==> src/rtl/lfsr_gen_if.sv <==
// Control/data bundle between an LFSR consumer and lfsr_gen.
// The consumer drives the seed/advance requests and observes the state and burst status.
interface lfsr_gen_if #(
  parameter int WIDTH  = 16,
  parameter int STEP_W = 8
);
  logic [WIDTH-1:0]  seed;
  logic              load;
  logic              en;
  logic              req;
  logic [STEP_W-1:0] step_cnt;
  logic [WIDTH-1:0]  state;
  logic              busy;
  logic              done;
  logic              lockup;

  modport master (
    output seed, load, en, req, step_cnt,
    input  state, busy, done, lockup
  );

  modport slave (
    input  seed, load, en, req, step_cnt,
    output state, busy, done, lockup
  );
endinterface

==> src/rtl/lfsr_gen.sv <==
// Fibonacci LFSR with seed load, free-run enable and counted bursts (req/done).
// Burst of N shifts accepted at edge k shifts on edges k+1..k+N; done pulses after edge k+N.
module lfsr_gen #(
  parameter int               WIDTH     = 16,
  parameter logic [WIDTH-1:0] TAPS      = WIDTH'(16'hD008),
  parameter bit               XNOR      = 1'b1,
  parameter int               STEP_W    = 8,
  parameter logic [WIDTH-1:0] RESET_VAL = '0,
  parameter bit               RECOVER   = 1'b1
) (
  input  logic     clk,
  input  logic     reset_n,
  lfsr_gen_if.slave bus
);

  typedef enum logic {IDLE, BURST} fsm_e;

  // The one value the feedback can never leave on its own.
  localparam logic [WIDTH-1:0] LOCK = {WIDTH{XNOR}};

  fsm_e              fsm_q, fsm_d;
  logic [WIDTH-1:0]  lfsr_q, lfsr_d;
  logic [STEP_W-1:0] rem_q, rem_d;
  logic              done_q, done_d;
  logic [WIDTH-1:0]  adv;

  always_comb begin
    adv = {lfsr_q[WIDTH-2:0], (^(lfsr_q & TAPS)) ^ XNOR};
    if (RECOVER && (lfsr_q == LOCK)) begin
      adv = LOCK ^ WIDTH'(1);
    end
  end

  always_comb begin
    fsm_d  = fsm_q;
    lfsr_d = lfsr_q;
    rem_d  = rem_q;
    done_d = 1'b0;
    case (fsm_q)
      IDLE: begin
        if (bus.load) begin
          lfsr_d = bus.seed;
        end else if (bus.req) begin
          if (bus.step_cnt == '0) begin
            done_d = 1'b1;
          end else begin
            rem_d = bus.step_cnt;
            fsm_d = BURST;
          end
        end else if (bus.en) begin
          lfsr_d = adv;
        end
      end
      BURST: begin
        // A load aborts the burst silently: no done pulse.
        if (bus.load) begin
          lfsr_d = bus.seed;
          rem_d  = '0;
          fsm_d  = IDLE;
        end else begin
          lfsr_d = adv;
          rem_d  = rem_q - STEP_W'(1);
          if (rem_q == STEP_W'(1)) begin
            fsm_d  = IDLE;
            done_d = 1'b1;
          end
        end
      end
      default: fsm_d = IDLE;
    endcase
  end

  always_ff @(posedge clk or negedge reset_n) begin
    if (!reset_n) begin
      fsm_q  <= IDLE;
      lfsr_q <= RESET_VAL;
      rem_q  <= '0;
      done_q <= 1'b0;
    end else begin
      fsm_q  <= fsm_d;
      lfsr_q <= lfsr_d;
      rem_q  <= rem_d;
      done_q <= done_d;
    end
  end

  assign bus.state  = lfsr_q;
  assign bus.busy   = (fsm_q == BURST);
  assign bus.done   = done_q;
  assign bus.lockup = (lfsr_q == LOCK);

endmodule
==> src/flat_wrapper.sv <==
// flat-port wrapper written by rule: the top's interface ports become plain ports
module lfsr_gen_flat 
#(
  parameter int               WIDTH     = 16,
  parameter logic [WIDTH-1:0] TAPS      = WIDTH'(16'hD008),
  parameter bit               XNOR      = 1'b1,
  parameter int               STEP_W    = 8,
  parameter logic [WIDTH-1:0] RESET_VAL = '0,
  parameter bit               RECOVER   = 1'b1
)
  (clk, reset_n, bus_seed, bus_load, bus_en, bus_req, bus_step_cnt, bus_state, bus_busy, bus_done, bus_lockup);
  lfsr_gen_if #(.WIDTH(WIDTH), .STEP_W(STEP_W)) bus_i ();
  input  logic clk;
  input  logic reset_n;
  input wire logic [$bits(bus_i.seed)-1:0] bus_seed;
  input wire logic [$bits(bus_i.load)-1:0] bus_load;
  input wire logic [$bits(bus_i.en)-1:0] bus_en;
  input wire logic [$bits(bus_i.req)-1:0] bus_req;
  input wire logic [$bits(bus_i.step_cnt)-1:0] bus_step_cnt;
  output wire logic [$bits(bus_i.state)-1:0] bus_state;
  output wire logic [$bits(bus_i.busy)-1:0] bus_busy;
  output wire logic [$bits(bus_i.done)-1:0] bus_done;
  output wire logic [$bits(bus_i.lockup)-1:0] bus_lockup;
  assign bus_i.seed = bus_seed;
  assign bus_i.load = bus_load;
  assign bus_i.en = bus_en;
  assign bus_i.req = bus_req;
  assign bus_i.step_cnt = bus_step_cnt;
  assign bus_state = bus_i.state;
  assign bus_busy = bus_i.busy;
  assign bus_done = bus_i.done;
  assign bus_lockup = bus_i.lockup;
  lfsr_gen #(.WIDTH(WIDTH), .TAPS(TAPS), .XNOR(XNOR), .STEP_W(STEP_W), .RESET_VAL(RESET_VAL), .RECOVER(RECOVER)) u_core (.clk(clk), .reset_n(reset_n), .bus(bus_i));
endmodule
==> config.mk <==
export PLATFORM = sky130hd
export DESIGN_NAME = lfsr_gen_flat
export DESIGN_NICKNAME = d
export VERILOG_FILES = /design/src/rtl/lfsr_gen_if.sv /design/src/rtl/lfsr_gen.sv /design/src/flat_wrapper.sv
export SDC_FILE = /design/constraint.sdc
export NUM_CORES = 1
export LEC_CHECK = 0
export BUFFER_PORTS_ARGS = -buffer_cell sky130_fd_sc_hd__buf_4
export CAP_MARGIN = 20
export CORE_UTILIZATION = 54
export DETAILED_ROUTE_END_ITERATION = 12
export PLACE_DENSITY_LB_ADDON = 0.08
export SLEW_MARGIN = 15
export SYNTH_ARGS = -nofsm -noshare
export SYNTH_HDL_FRONTEND = slang
export SYNTH_SLANG_ARGS = --single-unit
export TNS_END_PERCENT = 5
==> constraint.sdc <==
create_clock -name clk -period 3.05 [get_ports clk]
set_input_delay 0.305 -clock clk [delete_from_list [all_inputs] [get_ports clk]]
set_output_delay 0.305 -clock clk [all_outputs]
set_load 0.01 [all_outputs]
==> results by group <==
Status
  • Outcome: completed

CTS
  • Clk slew on worst S/H paths: 0.14 ns
  • Clk buf depth: 2
  • Post-CTS Repair Setup Buffers: 0
  • Cts hold-fix bufs: 1
  • TritonCTS clock tree: built
  • Worst-Skew Late Latency: 0.32 ns
  • Root Buffer: clkbuf_4
  • CTS buffer count: 3
  • CTS Sinks: 26
  • Cts repair resizes: 0
  • H-tree Lvls: 1

Placed design
  • Gpl congestion: 0.870
  • Port Buf Inserts: 47
  • Cells after DPL: 218
  • Detailed Place HPWL: 2.49 mm

Final layout
  • Nets: 226
  • Antenna Cells: 0
  • Commonest cells after routing, fill and taps aside: 48 x buf_4, 26 x dfrtp_1, 21 x nor2_1
  • Layout cell share with drive strength beyond 1: 31.6%
  • Final core occ: 75.5%
  • Layout Cells excl Fill: 223
  • Commonest non-fill, non-tap cell in the layout: buf_4
  • Syn-to-layout area delta: 28.7%

Synthesis
  • Prevailing post-synth register cell: dfrtp_1
  • Post-synthesis sequential area ratio: 44.0%
  • Share of the synthesized area in the top cell type: 44.0%
  • Number of flops mapped to enable cells by yosys: 0
  • Fraction of registers with async set/reset: 100%
  • Register bit total from synthesis: 26
  • Synth top area cells: dfrtp_1 44%, mux2i_1 11%, a21oi_1 6.1%, nor2_1 5.3%, xnor2_1 3.6%
  • Avg Inst Size Synth: 10.0 um^2
  • Synth area leader: dfrtp_1
  • Netlist cell types: 35
  • Synth Instances: 148
  • Synth Cell Area: 1480 um^2
  • Yosys warns: 0
  • Synth Net Count: 180

Die
  • Initial core utilization: 58.7%
  • Die Footprint: 2950 um^2
  • I/O Pins: 48
  • Die height: 54.4 um
  • Core Box Area: 2520 um^2
  • Number of core rows: 18
  • Die X: 54.4 um

Detailed routing
  • Drt pass-1 iters: 4
  • Drt total wl: 3.28 mm
  • Detail Route Antenna Nets: 0
  • Detailed-route via count: 1305
  • Initial drt markers: 31
  • Vias per cell: 5.85
  • Wire per inst: 14.7 um
  • DR DRC count: 0

Power and ir drop
  • Max IR drop VDD: 0.419 mV
  • Total power: 1050 uW
  • Leakage: 0.000879 uW
  • PwrDens: 550 nW/um^2

STA
  • Max Slew Vio Count: 0
  • Final period util: 62.3%
  • Skew final: 0.00256 ns
  • RSZ-0062 raised after global routing: no
  • Setup TNS: 0 ns
  • Min Tclk post-route: 1.90 ns
  • Final setup viols: 0
  • Least-Margin Pin Slew: 0.625 ns
  • Max frequency: 0.526 GHz
  • Final count of hold timing violations: 0
  • Rel. slew slack: 58.3%

Global routing
  • GRT overflow: 0
  • Initial antenna violation count: 0
  • First-pass GRT wire length: 5.27 mm
  • Total track usage: 25.3%
  • Largest net degree at the start of global routing: 28
  • Vias in the first global route: 1142

Flow run
  • Max cap viols: 0

Worst setup path
  • Crit. End Element: output pin
  • WS Path Type: reg2out
  • Worst Path Arrival: 1.60 ns
  • CP Data Required Time: 2.74 ns
  • Crit-path max FO: 4
  • CP Launch Type: register

Worst hold path
  • Hold/Removal Path Class: in2reg
==> worst max-delay path: stages (launching register included) <==
cell and delay (ns):
dfrtp_1 0.43, ha_1 0.17, nand4_1 0.12, nor4_2 0.37
buf_4 0.19
==> registers in the layout, indices dropped and copies added (netlist names) <==
| name | flops |
|---|---|
| u_core.bus.done | 1 |
| u_core.bus.state | 16 |
| u_core.bus.busy | 1 |
| u_core.rem_q | 8 |
==> logic make-up (layout without fill, tap and decap cells) <==
family,count (synthesis),in the layout,synth area share [%]
buf+inv,14,59,4.23
compound gates,39,39,16.8
flops,26,26,44.0
mux,16,16,10.8
fa+ha+maj,3,3,2.54
simple gates,42,42,16.9
xor+xnor,8,8,4.73
==> metal layers <==
metal	vias to the layer above	track usage, %	part of all wire, %
li1	629	-	-
met1	620	35.1	45
met2	50	39.4	47
met3	6	3.33	6.0
met4	0	10.3	1.8
met5	-	0	0
==> metrics by stage <==
stage | worst slack (ns) | area, um^2 | hold slack, ns
6_report | 1.15 | 1900 | 0.256
5_1_grt | 1.02 | 1900 | 0.266
4_1_cts | 1.13 | 1900 | 0.249
3_5_place_dp | 1.31 | 1840 | 0.226
3_3_place_gp | 1.38 | 1840 | 0.222
2_1_floorplan | 1.57 | 1480 | 0.00941
==> final timing paths <==
check                                     start                   end  depth (start not counted)  slack, ns
max in group asynchronous               reset_n  u_core.bus.state[14]                          2       2.40
hold reg to reg            u_core.bus.state[15]  u_core.bus.state[15]                          2       0.58
hold / removal                     bus_seed[15]  u_core.bus.state[15]                          3       0.26
setup reg to reg                u_core.bus.busy   u_core.bus.state[0]                          5       1.24
setup / recovery           u_core.bus.state[14]            bus_lockup                          4       1.15
min in group asynchronous               reset_n       u_core.rem_q[6]                          2       0.40
==> layout make-up <==
| type | instances | area, um^2 |
|---|---|---|
| clock buffers | 3 | 22.5 |
| well taps | 30 | 37.5 |
| repair buffers | 49 | 370 |
| inverters | 6 | 22.5 |
| fillers | 196 | 618 |
| multi-input cells | 108 | 771 |
| flip-flops and latches | 26 | 651 |
| clock inverters | 1 | 30.0 |
==> synth_stat cells, drive strengths merged (3+ instances only) <==
| cell type | number |
|---|---|
| o22ai | 4 |
| xnor2 | 6 |
| buf | 8 |
| nor2 | 21 |
| dfrtp | 26 |
| ha | 3 |
| a21oi | 19 |
| inv | 6 |
| nand2 | 4 |
| nand4 | 4 |
| nor4 | 4 |
| a22oi | 3 |
| mux2i | 16 |
==> power by group <==
group | leakage [uW] | switching [uW] | internal (uW)
Sequential | 0.000307 | 82.9 | 404
Combinational | 0.000543 | 150 | 177
Clock | 0.0000279 | 101 | 133
Total | 0.000879 | 334 | 713
Power figures use the tool's default switching activity.
